File: config.mk
export PLATFORM = sky130hd
export DESIGN_NAME = viewport_map
export DESIGN_NICKNAME = d
export VERILOG_FILES = /design/src/rtl/viewport_map_pkg.sv /design/src/rtl/viewport_map_vertex.sv /design/src/rtl/viewport_map.sv
export SDC_FILE = /design/constraint.sdc
export NUM_CORES = 2
export LEC_CHECK = 0
export ABC_AREA = 1
export CAP_MARGIN = 20
export CORE_MARGIN = 8
export CORE_UTILIZATION = 49
export CTS_CLUSTER_SIZE = 30
export DETAILED_ROUTE_END_ITERATION = 10
export GPL_TIMING_DRIVEN = 0
export PLACE_DENSITY = 0.66
export SLEW_MARGIN = 10
export SYNTH_ARGS = -nofsm -noshare
export SYNTH_HDL_FRONTEND = slang
export SYNTH_SLANG_ARGS = --single-unit
File: constraint.sdc
create_clock -name pll_clock -period 21.9 [get_ports pll_clock]
set_clock_uncertainty 0.2 [all_clocks]
set_input_delay 3.285 -clock pll_clock [delete_from_list [all_inputs] [get_ports pll_clock]]
set_output_delay 3.285 -clock pll_clock [all_outputs]
set_load 0.1 [all_outputs]
File: src/rtl/viewport_map_pkg.sv
// Shared constants, state encoding and helpers for the viewport mapping stage.
package viewport_map_pkg;

    localparam int DEF_SCREEN_W = 800;
    localparam int DEF_SCREEN_H = 600;
    localparam int DEF_FRAC     = 16;

    // Command words recognised on the instruction stream
    localparam logic [31:0] GL_TRIANGLES = 32'h0000_0004;
    localparam logic [31:0] GL_COLOR     = 32'h0000_1800;

    // Operand counts following each command
    localparam logic [3:0] TRI_WORDS   = 4'd12;
    localparam logic [3:0] COLOR_WORDS = 4'd9;

    typedef enum logic [2:0] {
        ST_IDLE,
        ST_LOAD_TRI,
        ST_MAP,
        ST_CULL,
        ST_EMIT,
        ST_PASS
    } vp_state_t;

    // Clamp a signed screen coordinate to [0, hi]
    function automatic logic [15:0] clamp_axis(input logic signed [47:0] v,
                                               input logic signed [47:0] hi);
        if (v < 48'sd0)
            return 16'd0;
        else if (v > hi)
            return hi[15:0];
        else
            return v[15:0];
    endfunction

endpackage

File: src/rtl/viewport_map_vertex.sv
// Combinational NDC-to-screen mapping of one vertex with clamp and
// out-of-range flags taken from the raw NDC coordinates.
module vp_vertex_map
    import viewport_map_pkg::*;
#(
    parameter int SCREEN_W = DEF_SCREEN_W,
    parameter int SCREEN_H = DEF_SCREEN_H,
    parameter int FRAC     = DEF_FRAC
) (
    input  logic [31:0] i_x,
    input  logic [31:0] i_y,
    output logic [15:0] o_sx,
    output logic [15:0] o_sy,
    output logic        o_x_lo,
    output logic        o_x_hi,
    output logic        o_y_lo,
    output logic        o_y_hi
);

    localparam logic signed [47:0] HALF_W = 48'(SCREEN_W / 2);
    localparam logic signed [47:0] HALF_H = 48'(SCREEN_H / 2);
    localparam logic signed [47:0] MAX_X  = 48'(SCREEN_W - 1);
    localparam logic signed [47:0] MAX_Y  = 48'(SCREEN_H - 1);
    localparam logic signed [47:0] ONE    = 48'sd1 <<< FRAC;

    logic signed [47:0] w_xe, w_ye;
    logic signed [47:0] w_xprod, w_yprod;
    logic signed [47:0] w_sx_raw, w_sy_raw;

    assign w_xe = {{16{i_x[31]}}, i_x};
    assign w_ye = {{16{i_y[31]}}, i_y};

    // Y flips so that NDC +1 lands on the top row
    assign w_xprod  = (w_xe + ONE) * HALF_W;
    assign w_yprod  = (ONE - w_ye) * HALF_H;
    assign w_sx_raw = w_xprod >>> FRAC;
    assign w_sy_raw = w_yprod >>> FRAC;

    assign o_sx = clamp_axis(w_sx_raw, MAX_X);
    assign o_sy = clamp_axis(w_sy_raw, MAX_Y);

    assign o_x_lo = (w_xe < -ONE);
    assign o_x_hi = (w_xe > ONE);
    assign o_y_lo = (w_ye < -ONE);
    assign o_y_hi = (w_ye > ONE);

endmodule

File: src/rtl/viewport_map.sv
// Viewport stage ahead of the rasterizer: maps triangle vertices to screen
// pixels, rejects off-screen/degenerate triangles, forwards colour packets.
module viewport_map
    import viewport_map_pkg::*;
#(
    parameter int SCREEN_W = DEF_SCREEN_W,
    parameter int SCREEN_H = DEF_SCREEN_H,
    parameter int FRAC     = DEF_FRAC
) (
    input  logic        pll_clock,
    input  logic        sys_reset_n,
    input  logic        in_fifo_valid,
    input  logic [31:0] in_fifo_data,
    output logic        in_fifo_ready,
    output logic        raster_fifo_valid,
    output logic [31:0] raster_fifo_data,
    input  logic        raster_fifo_ready,
    output logic [15:0] tri_culled_count
);

    vp_state_t   r_state;
    logic [3:0]  r_cnt;
    logic [31:0] r_vbuf [0:11];
    logic [15:0] r_sx   [0:2];
    logic [15:0] r_sy   [0:2];
    logic [2:0]  r_xlo, r_xhi, r_ylo, r_yhi;
    logic        r_out_valid;
    logic [31:0] r_out_data;
    logic [15:0] r_cull_cnt;

    logic [3:0]  w_vidx;
    logic [15:0] w_sx, w_sy;
    logic        w_x_lo, w_x_hi, w_y_lo, w_y_hi;
    logic        w_fire_in, w_out_free, w_reject;
    logic signed [31:0] w_sx0, w_sx1, w_sx2, w_sy0, w_sy1, w_sy2, w_area;
    logic [3:0]  w_k;
    logic [31:0] w_emit_word;

    // r_cnt selects the vertex being mapped during MAP
    assign w_vidx = {r_cnt[1:0], 2'b00};

    vp_vertex_map #(
        .SCREEN_W (SCREEN_W),
        .SCREEN_H (SCREEN_H),
        .FRAC     (FRAC)
    ) u_vertex_map (
        .i_x    (r_vbuf[w_vidx]),
        .i_y    (r_vbuf[w_vidx + 4'd1]),
        .o_sx   (w_sx),
        .o_sy   (w_sy),
        .o_x_lo (w_x_lo),
        .o_x_hi (w_x_hi),
        .o_y_lo (w_y_lo),
        .o_y_hi (w_y_hi)
    );

    assign w_out_free = !r_out_valid || raster_fifo_ready;
    assign w_fire_in  = in_fifo_valid && in_fifo_ready;

    assign w_sx0 = {16'd0, r_sx[0]};
    assign w_sx1 = {16'd0, r_sx[1]};
    assign w_sx2 = {16'd0, r_sx[2]};
    assign w_sy0 = {16'd0, r_sy[0]};
    assign w_sy1 = {16'd0, r_sy[1]};
    assign w_sy2 = {16'd0, r_sy[2]};
    assign w_area = (w_sx1 - w_sx0) * (w_sy2 - w_sy0) - (w_sx2 - w_sx0) * (w_sy1 - w_sy0);
    assign w_reject = (&r_xlo) | (&r_xhi) | (&r_ylo) | (&r_yhi);

    // Input acceptance: always open in IDLE/LOAD, follows output space in PASS
    always_comb begin
        in_fifo_ready = 1'b0;
        case (r_state)
            ST_IDLE, ST_LOAD_TRI: in_fifo_ready = 1'b1;
            ST_PASS:              in_fifo_ready = (r_cnt != COLOR_WORDS) && w_out_free;
            default:              in_fifo_ready = 1'b0;
        endcase
    end

    // Output word selection for EMIT: index 0 is the command, then x,y,z,w per vertex
    always_comb begin
        w_k         = r_cnt - 4'd1;
        w_emit_word = GL_TRIANGLES;
        if (r_cnt != 4'd0) begin
            case (w_k[1:0])
                2'd0:    w_emit_word = {16'd0, r_sx[w_k[3:2]]};
                2'd1:    w_emit_word = {16'd0, r_sy[w_k[3:2]]};
                2'd2:    w_emit_word = r_vbuf[{w_k[3:2], 2'b10}];
                default: w_emit_word = r_vbuf[{w_k[3:2], 2'b11}];
            endcase
        end
    end

    // Main FSM with vertex buffer, mapped coordinates, output register and cull counter
    always_ff @(posedge pll_clock or negedge sys_reset_n) begin
        if (!sys_reset_n) begin
            r_state     <= ST_IDLE;
            r_cnt       <= '0;
            for (int i = 0; i < 12; i++) r_vbuf[i] <= '0;
            for (int i = 0; i < 3; i++) begin
                r_sx[i] <= '0;
                r_sy[i] <= '0;
            end
            r_xlo       <= '0;
            r_xhi       <= '0;
            r_ylo       <= '0;
            r_yhi       <= '0;
            r_out_valid <= 1'b0;
            r_out_data  <= '0;
            r_cull_cnt  <= '0;
        end else begin
            case (r_state)
                ST_IDLE: begin
                    r_cnt <= '0;
                    if (in_fifo_valid) begin
                        if (in_fifo_data == GL_TRIANGLES) begin
                            r_state <= ST_LOAD_TRI;
                        end else if (in_fifo_data == GL_COLOR) begin
                            r_out_valid <= 1'b1;
                            r_out_data  <= in_fifo_data;
                            r_state     <= ST_PASS;
                        end
                    end
                end
                ST_LOAD_TRI: begin
                    if (in_fifo_valid) begin
                        r_vbuf[r_cnt] <= in_fifo_data;
                        if (r_cnt == TRI_WORDS - 4'd1) begin
                            r_cnt   <= '0;
                            r_state <= ST_MAP;
                        end else begin
                            r_cnt <= r_cnt + 4'd1;
                        end
                    end
                end
                ST_MAP: begin
                    r_sx[r_cnt[1:0]]  <= w_sx;
                    r_sy[r_cnt[1:0]]  <= w_sy;
                    r_xlo[r_cnt[1:0]] <= w_x_lo;
                    r_xhi[r_cnt[1:0]] <= w_x_hi;
                    r_ylo[r_cnt[1:0]] <= w_y_lo;
                    r_yhi[r_cnt[1:0]] <= w_y_hi;
                    if (r_cnt == 4'd2) begin
                        r_cnt   <= '0;
                        r_state <= ST_CULL;
                    end else begin
                        r_cnt <= r_cnt + 4'd1;
                    end
                end
                ST_CULL: begin
                    r_cnt <= '0;
                    if (w_reject || (w_area == 32'sd0)) begin
                        r_cull_cnt <= r_cull_cnt + 16'd1;
                        r_state    <= ST_IDLE;
                    end else begin
                        r_state <= ST_EMIT;
                    end
                end
                ST_EMIT: begin
                    if (w_out_free) begin
                        if (r_cnt <= TRI_WORDS) begin
                            r_out_valid <= 1'b1;
                            r_out_data  <= w_emit_word;
                            r_cnt       <= r_cnt + 4'd1;
                        end else begin
                            r_out_valid <= 1'b0;
                            r_state     <= ST_IDLE;
                        end
                    end
                end
                ST_PASS: begin
                    if (w_fire_in) begin
                        r_out_valid <= 1'b1;
                        r_out_data  <= in_fifo_data;
                        r_cnt       <= r_cnt + 4'd1;
                    end else if (w_out_free) begin
                        r_out_valid <= 1'b0;
                        if (r_cnt == COLOR_WORDS)
                            r_state <= ST_IDLE;
                    end
                end
                default: r_state <= ST_IDLE;
            endcase
        end
    end

    assign raster_fifo_valid = r_out_valid;
    assign raster_fifo_data  = r_out_data;
    assign tri_culled_count  = r_cull_cnt;

endmodule
==> summary.txt <==
Run status
  – Status: finished, final reports clean

Synthesis
  – Count of cell types in the netlist: 74
  – Seq/Total Area, Yosys: 0.237
  – Gate Count Post-Synth: approximately 7000
  – Mean Syn Cell Area: 8.22 um^2
  – Post-Syn Nets: approximately 8200
  – Yosys reg bits: around 550
  – Top_reg_cell synth: dfrtp_1
  – Post-synth EDFFs: 0
  – Synthesized area: 57700 um^2
  – Synth async-reset ratio: 1.00
  – Synthesis Warnings: 0

Timing
  – Achievable Freq: between 80 and 90 MHz
  – Slew Limit Fails: 0
  – RSZ-0062 raised after global routing: false
  – Fin Setup TNS: 0 ns
  – Period Utilization, post-route: 0.549
  – Rel. slew slack: 0.263
  – Fin worst setup slack: 9.87 ns
  – Fin crit period: approximately 12 ns
  – Setup-failing EPs final: 0
  – Hold Vio Cnt, Final: 0
  – Worst-margin pin slew: 1.10 ns

Placement
  – Placed cell areas: around 61000 um^2
  – Placed cells: just under 9000
  – Pre-CTS setup slack: 10.18 ns
  – RePlAce Congestion: ~0.98
  – Post-DP HPWL: 150 mm
  – I/O Buffers: 85

Clock network
  – Max H-tree Level: 2
  – Clock Tree Buf Depth: 3
  – Root buf cell: clkbuf_16
  – Reg clk slew, reported paths: about 0.070 ns
  – Clock latency on the worst-skew pair: between 0.6 and 0.7 ns
  – TritonCTS buffer count: 55
  – # hold bufs at CTS: 0
  – PostCTS Resize Cnt: 0
  – CTS tree: built
  – CTS Sinks: about 550
  – Post-CTS Setup Bufs: 0

Setup path
  – CP max-delay cell: nor3_1
  – WP data required: between 20 and 25 ns
  – Crit path top cell by count: fa_1
  – Reg-to-reg slack, setup: 9.87 ns
  – Worst EP arrival: 12.34 ns
  – Max stage delay on crit path: slightly below 0.6 ns
  – Type of origin of the critical path: register
  – Max FO, Critical Path: 10
  – Critical path endpoint category: register
  – Crit Path Class: register to register

Global route
  – Busiest grt layer: met2
  – Grt met1 use: 0.400
  – Vias in the first global route: about 49000
  – GRT Overall Usage: 0.278
  – Grt total ovfl: 0
  – Initial antenna violation count: 5
  – Met2 usage: 0.428
  – First-pass GRT wire length: 285 mm
  – GR Util met3: 0.0495
  – Largest net degree at the start of global routing: approximately 100

Finish
  – # nets final: ~8400
  – Synth-to-layout area growth: 8.60%
  – Layout cells sized above 1: 0.0406
  – Reg area: roughly 14000 um^2
  – Non-Filler Instances: ~9000
  – Cell area after layout: between 60000 and 70000 um^2
  – Fillers: 11150
  – Area of the multi-input gates: approximately 39000 um^2

Floorplanning
  – Width of the die: approximately 360 um
  – # rows: between 100 and 150
  – Die area: approximately 130000 um^2
  – Initial Utilization: 0.492
  – Area of the core: 117000 um^2
  – Die Y: between 300 and 400 um
  – # IOs: 86

Drt
  – Via count: 49552
  – DRC violation total after the first TritonRoute iteration: 5014
  – Routed vias/inst: around 5.7
  – DRC viols: 0
  – Routed len/inst: around 21 um
  – Antenna viol nets, final: 0
  – Pre-antenna DRT Iters: 6
  – Final WL: about 180 mm

Min path
  – Hold Path Class: register to register

Flow run
  – Max Cap Violations: 0
path summary, 6_finish.rpt:
path,startpoint,end,cells after the start
setup / recovery,r_sx[0],tri_culled_count[6],41
hold / removal,r_sx[46],r_sx[46],2
setup reg to reg,r_sx[0],tri_culled_count[6],41
hold reg to reg,r_sx[46],r_sx[46],2
max in group asynchronous,sys_reset_n,r_vbuf[71],3
min in group asynchronous,sys_reset_n,r_vbuf[315],1
through the flow:
stage,utilization,hold WS (ns)
5_1_grt,0.534,0.289
2_1_floorplan,-,0.236
4_1_cts,0.534,0.269
6_report,0.534,0.266
3_3_place_gp,0.515,0.248
3_5_place_dp,0.517,0.252
layout by cell type, fill, tap and decap left out, drive strengths merged, types with 13 or more instances in the layout:
cell type	netlist	layout
xnor2	62	62
dfrtp	548	548
ha	433	433
nor3	42	42
nand3	261	261
clkdlybuf4s50	0	84
buf	37	47
o211ai	25	25
nand3b	13	13
a32oi	28	28
a21o	16	16
a311oi	14	14
a21oi	211	211
nand4	42	42
nor4	19	19
o21ai	609	609
nand2	1430	1430
a31oi	48	48
clkinv	12	26
fa	711	711
a21boi	17	17
xor2	102	102
or2	90	90
o22ai	24	24
inv	1005	1008
nor2	841	841
o21bai	14	14
clkbuf	258	333
a22oi	18	18
state kept, by name (all words and copies together) (netlist names):
name	cells
r_cnt	4
raster_fifo_data	32
r_state	3
raster_fifo_valid	1
r_yhi	3
r_ylo	3
r_xlo	3
tri_culled_count	16
r_xhi	3
r_vbuf	384
r_sy	48
r_sx	48
metal layers:
layer	vias up	wire [um]
met5	-	13
met4	2	6480
met3	332	16600
met2	2252	80300
met1	24408	79600
li1	22558	-
worst max-delay path: cells and delay by family, from the launching register on:
| kind | cells | cell delay (ns) |
|---|---|---|
| AOI/OAI and AO/OA | 5 | 1.17 |
| xor gates and xnor gates | 1 | 0.49 |
| adders and majority gates | 11 | 5.09 |
| buffers and inverters | 6 | 1.08 |
| DFF | 1 | 0.44 |
| and+or+nand+nor | 18 | 3.43 |
final cells by class:
type | count | area share
clock buffer | 75 | 0.0257
clock inverter | 28 | 0.00603
timing repair buffer | 94 | 0.0167
sequential | 548 | 0.219
antenna | 3 | 0.000120
multi-input combinational | 5168 | 0.622
tap | 1536 | 0.0306
inverter | 1017 | 0.0610
buffer | 295 | 0.0195
synth_stat cells (all sizes together), types with 19 or more instances:
cell type | instances | area share
nand4 | 42 | 0.0046
clkbuf | 258 | 0.017
o211ai | 25 | 0.0033
a21oi | 211 | 0.018
or2 | 90 | 0.0098
fa | 711 | 0.25
nor3 | 42 | 0.0041
nor2 | 841 | 0.056
nand2 | 1430 | 0.095
inv | 1005 | 0.065
a32oi | 28 | 0.0049
o21ai | 609 | 0.053
nor4 | 19 | 0.0023
nand3 | 261 | 0.023
dfrtp | 548 | 0.24
a31oi | 48 | 0.0052
ha | 433 | 0.094
buf | 37 | 0.0044
xnor2 | 62 | 0.0094
xor2 | 102 | 0.016
o22ai | 24 | 0.0026
logic make-up (layout without fill, tap and decap cells):
kind of cell	after synthesis	after routing	synth area share
simple gates	2752	2752	0.198
other cells	0	3	0
buf+inv	1312	1509	0.0873
mux	6	6	0.00104
flops	548	548	0.237
fa+ha+maj	1144	1144	0.340
xor+xnor	165	165	0.0256
compound gates	1101	1101	0.110
Power is left out: the tool's default activity adds up to more than one toggle a clock period on the data nets, which glitch-free logic cannot reach.
